### config.mk
export PLATFORM = sky130hd
export DESIGN_NAME = taint_arbiter
export DESIGN_NICKNAME = d
export VERILOG_FILES = /design/src/rtl/taint_arbiter.sv
export SDC_FILE = /design/constraint.sdc
export NUM_CORES = 1
export LEC_CHECK = 0
export BUFFER_PORTS_ARGS = -buffer_cell sky130_fd_sc_hd__buf_4
export CORE_MARGIN = 4
export CORE_UTILIZATION = 38
export CTS_CLUSTER_DIAMETER = 100
export CTS_CLUSTER_SIZE = 28
export DETAILED_ROUTE_END_ITERATION = 7
export GPL_TIMING_DRIVEN = 0
export HOLD_SLACK_MARGIN = 0.12
export PLACE_DENSITY = 0.84
export SKIP_CTS_REPAIR_TIMING = 1
export SYNTH_ARGS = -nofsm -noshare
export SYNTH_HDL_FRONTEND = slang
export SYNTH_SLANG_ARGS = --single-unit
### constraint.sdc
create_clock -name clk -period 2 [get_ports clk]
set_clock_uncertainty 0.2 [all_clocks]
set_input_delay 0.2 -clock clk [delete_from_list [all_inputs] [get_ports clk]]
set_output_delay 0.2 -clock clk [all_outputs]
set_load 0.01 [all_outputs]
### src/rtl/taint_arbiter.sv
// Two-requester round-robin arbiter feeding a single-entry taint-processing output stage.
// Optional build macro TAINT_STICKY_EN: per-requester sticky taint, cleared only by rst.
module taint_arbiter #(
    parameter int CNT_W = 16
) (
    input  logic             clk,
    input  logic             rst,
    input  logic [63:0]      i0,
    input  logic             v0,
    output logic             r0,
    input  logic [63:0]      i1,
    input  logic             v1,
    output logic             r1,
    output logic [63:0]      o,
    output logic             o_valid,
    input  logic             o_ready,
    output logic             o_src,
    output logic             o_taint,
    output logic [CNT_W-1:0] taint_cnt
);

    localparam logic [63:0] KEEP_MASK  = 64'h7FFFFFFF7FFFFFFF;
    localparam logic [63:0] FORCE_BITS = 64'h8000000080000000;
    localparam logic [CNT_W-1:0] CNT_MAX = {CNT_W{1'b1}};
    localparam logic [CNT_W-1:0] CNT_ONE = {{(CNT_W-1){1'b0}}, 1'b1};

    typedef enum logic {
        EMPTY = 1'b0,
        FULL  = 1'b1
    } state_t;

    state_t      state_reg;
    logic        pri_reg;
    logic        grant;
    logic        can_accept;
    logic        accept;
    logic        sticky_hit;
    logic        tainted;
    logic [63:0] sel;
    logic [63:0] result;

    // With both valid the favored requester wins; otherwise the lone valid one does.
    always_comb begin
        grant = pri_reg;
        if (v0 && !v1) begin
            grant = 1'b0;
        end else if (v1 && !v0) begin
            grant = 1'b1;
        end
    end

    assign o_valid    = (state_reg == FULL);
    assign can_accept = !o_valid || o_ready;
    assign r0         = !rst && can_accept && !grant && v0;
    assign r1         = !rst && can_accept &&  grant && v1;
    assign accept     = r0 || r1;

    assign sel     = grant ? i1 : i0;
    assign tainted = sel[63] || sel[31] || sticky_hit;
    assign result  = tainted ? ((sel & KEEP_MASK) | FORCE_BITS) : sel;

`ifdef TAINT_STICKY_EN
    logic [1:0] sticky_reg;

    assign sticky_hit = sticky_reg[grant];

    generate
        for (genvar gi = 0; gi < 2; gi++) begin : g_sticky
            always_ff @(posedge clk) begin
                if (rst) begin
                    sticky_reg[gi] <= 1'b0;
                end else if (accept && (grant == 1'(gi)) && tainted) begin
                    sticky_reg[gi] <= 1'b1;
                end
            end
        end
    endgenerate
`else
    assign sticky_hit = 1'b0;
`endif

    always_ff @(posedge clk) begin
        if (rst) begin
            state_reg <= EMPTY;
            pri_reg   <= 1'b0;
            o         <= 64'h0;
            o_src     <= 1'b0;
            o_taint   <= 1'b0;
            taint_cnt <= '0;
        end else begin
            case (state_reg)
                EMPTY: if (accept) state_reg <= FULL;
                FULL:  if (o_ready && !accept) state_reg <= EMPTY;
                default: state_reg <= EMPTY;
            endcase
            if (accept) begin
                o       <= result;
                o_src   <= grant;
                o_taint <= tainted;
                pri_reg <= ~grant;
                if (tainted && (taint_cnt != CNT_MAX)) begin
                    taint_cnt <= taint_cnt + CNT_ONE;
                end
            end
        end
    end

endmodule
# Word level (Yosys, flattened, before mapping)
# Index checks and enable logic that the tools add are counted.
op_classes:
  magnitude_cmp: 0
  eq_ne: 1
  mul: 0
  bitwise: 2
  add_sub_neg: 1
  div_mod_pow: 0
  n_mux: 7
  shifts: 0
  reduce_logical: 19
ops:
  columns: ["op", "count"]
  rows:
  - ["two-way mux 64 bit", 2]
  - ["adder 16 x 1 -> 16 bit, second input constant", 1]
  - ["!= test 16 bit, second input constant", 1]
  - ["logical AND 1 bit", 9]
  - ["zero test 1 bit", 6]
  - ["two-way mux 1 bit", 4]
  - ["logical OR 1 bit", 3]
  - ["inverter 1 bit", 2]
  - ["case mux 1 bit (2 select lines)", 1]
  - ["AND reduction 2 bit", 1]
word_totals:
  memories: 0
  reg_bits: 84
  out_inout_bits: 85
  wordCells: 36
  latchBits: 0
  mem_bits_rw: 0
  rom_bits: 0

# Longest topological paths before layout
logic_depth:
  depth_word: 12
  mapped_depth: 7
  depth_no_buf: 6

# Worst setup path after synthesis
# No wires, ideal clock.
synth_path:
  kind: "register to register"
  from: "reg taint_cnt[0]"
  to: "reg taint_cnt[15]"
  period_less_slack_ns: 2.205
  setup_ns: 0.123
  t_arrival_ns: 1.882
  slack_ns: -0.205
  path_buffers: 1
  path_stages_with_launch: 7
  t_required_ns: 1.677
  path_cell_list: "dfxtp_1 ha_1 nand3_1 or4_1 clkbuf_1 and3_1 mux2_1"
synth_via:
  elab_chain_len: 3
synth_lines:
  columns: ["element", "line_no", "rtl"]
  rows:
  - ["start: declaration", "19", "output logic [CNT_W-1:0] taint_cnt"]
  - ["start signal: assignment", "102", "taint_cnt <= taint_cnt + CNT_ONE;"]
  - ["parallel branches: the longest is 3 deep, another holds adder 16 x 1 -> 16 bit", null, null]
# Parallel ways; which one is timed is not known.
# A chain may end at the register's enable or synchronous reset.

# Worst setup path after layout
layout_path:
  from: "reg state_reg, in the netlist o_valid"
  to: "reg taint_cnt[7]"
layout_via:
  elab_chain_len: 7
layout_lines:
  columns: ["element", "line_no", "rtl"]
  rows:
  - ["start: declaration", "32", "state_t state_reg;"]
  - ["start signal: assignment", "84", "state_reg <= EMPTY;"]
  - ["start signal: assignment", "92", "EMPTY: if (accept) state_reg <= FULL;"]
  - ["start signal: assignment", "93", "FULL: if (o_ready && !accept) state_reg <= EMPTY;"]
  - ["zero test 1 bit (*)", "53", "assign can_accept = !o_valid || o_ready;"]
  - ["logical OR 1 bit (*)", "53", null]
  - ["logical AND 1 bit (*)", "54, 55", null]
  - ["logical AND 1 bit, on equally long branches (2 in a row)", "54, 55", null]
  - ["logical OR 1 bit (*)", "56", "assign accept = r0 || r1;"]
  - ["AND reduction 2 bit (no source line) (*)", null, null]
# Mark *: on every way between the ends. The rest lies on a longest branch, timed or not.

==> results.toml <==
[run_status]
status = "finished, violations left"
failed_checks = "negative setup slack"

[sta]
rsz0062_at_grt = "true"
worst_slack_ns = -0.234
finalSetupViolCount = 30
finalCritPeriodShare_pct = 112
hold_viol_final = 0
fin_setup_tns_ns = -2.89
max_slew_margin_pct = 50.4
hold_ws_ns = 0.143
slew_violations = 0
fin_crit_ns = 2.23
tightestPinTransition_ns = 0.744
max_freq_mhz = 448

[yosys]
syn-cell-area_um2 = 3320
ys_warn_count = 0
avgSynthCellArea_um2 = 9.69
synth_cells = 343
ys_ff_latch = 82
syn_nets = 477
synth_edf_count = 0
async_reset_ff_share_pct = 0
yosysUniqueCellTypes = 41
ys_seq_area_share_pct = 49.4
synthFlopType = "dfxtp_1"

[final_layout]
largest_register_ffs = 63
mostFrequentLayoutCells = "232 x buf_4, 130 x dlygate4sd3_1, 71 x nor2_1, 71 x dfxtp_1, 62 x a222oi_1"
final_net_count = 848
fill_cells = 432
reg.largest.list = "o (63), taint_cnt (16)"
top_register = "o"
post-route-util_pct = 84.6
drive_gt1_share_pct = 42.9
final_common_cell = "buf_4"
instances_no_fill = 826
area_growth_pct = 112

[grt]
first_global_vias = 3745
grt_use_total_pct = 21.9
grt_pass1_wl_um = 18100
grt_start_max_net_pins = 14
grt.overflow.total = 0
antenna_found_initial = 2

[critical_path]
startpoint = "o_valid$_SDFF_PP0_"
crit_arrival_ns = 2.28
path_cells = "nor2b_4 > or3_4 > a211o_4 > nor4_1 > mux2_2"
cp-start-kind = "register"
reg2reg_from = "o_valid$_SDFF_PP0_"
crit_type = "register to register"
cp_top_family = "simple AND/OR/NAND/NOR gates"
cp.buffers_inverters = 0
end_kind = "register"
cp_data_required_time_ns = 2.04
slowest_stage = "or3_4"
max_stage_delay_ns = 0.41
cp_max_fo = 5

[hold_path]
hold_class = "input pin to register"
hold_start = "rst"

[routing]
avgRoutedWirePerCell_um = 22.4
drt-initial-drc-count = 471
drc = 0
vias = 4942
wl_um = 18500
drt-pass1-iter-count = 7
antenna_left = 0
via_per_inst = 5.98

[die]
die_w_um = 102
core_um2 = 8340
rows = 33
io_pins = 218
dieArea_um2 = 10300
start_util_pct = 39.8
die-height_um = 102

[clocking]
clk_latency_ns = 0.34
cts_buffers = 9
cts_tree = "built"
cts-root-buf = "clkbuf_8"
numClockSinks = 82
cts.clk_slew.worst_paths_ns = 0.09
clock_path_buffers = 2
htree_levels = 3

[placement]
dp_hpwl_um = 9170
portBuffers = 216
place_congestion = 0.807
place_ws_ns = -0.293
post-place-cells = 664

[run]
maxCapViolations = 0

[pwr]
irDropWorstVdd_uv = 429
power.leakage_uw = 0.00308
power.density_nw_per_um2 = 597
-- per-layer routing --
layer | vias up | share of wire [%] | GRT usage, %
met5 | - | 0 | 0
met4 | 0 | 6.9 | 8.18
met3 | 113 | 9.4 | 5.79
met2 | 394 | 51 | 37.9
met1 | 2323 | 33 | 26.0
li1 | 2112 | - | -
-- cells by family (layout without fill, tap and decap cells) --
group                      after synthesis  count (layout)  synth area share (%)
adders and majority gates                1               1                 0.376
other                                    0               3                     0
muxes                                    5               5                  1.66
AOI/OAI and AO/OA                       93              93                  26.1
DFF                                     82              82                  49.4
and+or+nand+nor                        122             122                  17.1
buffers and inverters                   40             415                  5.42
-- cells in the mapped netlist, drive strengths merged (2+ instances only) --
master,instances,area [um^2]
nand3,4,20.0
nor4,2,18.8
nand4b,2,17.5
buf,7,56.3
dfxtp,82,1640
or2,3,18.8
nand2,11,41.3
nor3,2,10.0
or3,2,17.5
o311ai,5,43.8
nand4,5,31.3
inv,4,15.0
nor2b,5,31.3
a2111oi,2,42.5
or4,3,22.5
clkbuf,29,109
and3,5,31.3
o31ai,4,30.0
mux2,4,45.0
nand2b,4,25.0
nor2,73,274
o21ai,2,10.0
o41ai,4,35.0
a222oi,62,621
a21oi,9,45.0
-- worst reg2reg max path: cells and delay by family (launching register included) --
family / cells / cell delay [ns]
compound gates: 1 / 0.34
flops: 1 / 0.33
simple gates: 3 / 0.90
mux: 1 / 0.37
-- metrics by stage --
stage / cell area (um^2) / total power (uW)
2_1_floorplan: 3370 / 2120
3_3_place_gp: 5120 / 2540
3_5_place_dp: 5120 / 2560
4_1_cts: 5330 / 3830
5_1_grt: 7050 / 4330
6_report: 7050 / 4210
-- power breakdown --
part,switching (uW),internal (uW),total [uW]
Combinational,469,628,1100
Sequential,70.2,1720,1790
Clock,626,697,1320
-- layout make-up --
type | count | area, um^2 | share of cell area, %
repair buffers | 362 | 3100 | 44.0
multi-input cells | 221 | 1720 | 24.4
clock inverters | 5 | 78.8 | 1.12
inverters | 4 | 15.0 | 0.213
flip-flops and latches | 82 | 1660 | 23.6
well taps | 105 | 131 | 1.86
clock buffers | 10 | 128 | 1.81
plain buffers | 34 | 204 | 2.89
diodes | 3 | 7.51 | 0.106
-- path summary, 6_finish.rpt --
path / slack [ns] / cells after the start / end
setup / recovery: -0.23 / 5 / taint_cnt[7]$_SDFFE_PP0P_
hold / removal: 0.14 / 4 / taint_cnt[6]$_SDFFE_PP0P_
setup reg to reg: -0.23 / 5 / taint_cnt[7]$_SDFFE_PP0P_
hold reg to reg: 0.27 / 2 / o_src$_SDFFE_PP0P_
Power figures use the tool's default switching activity.
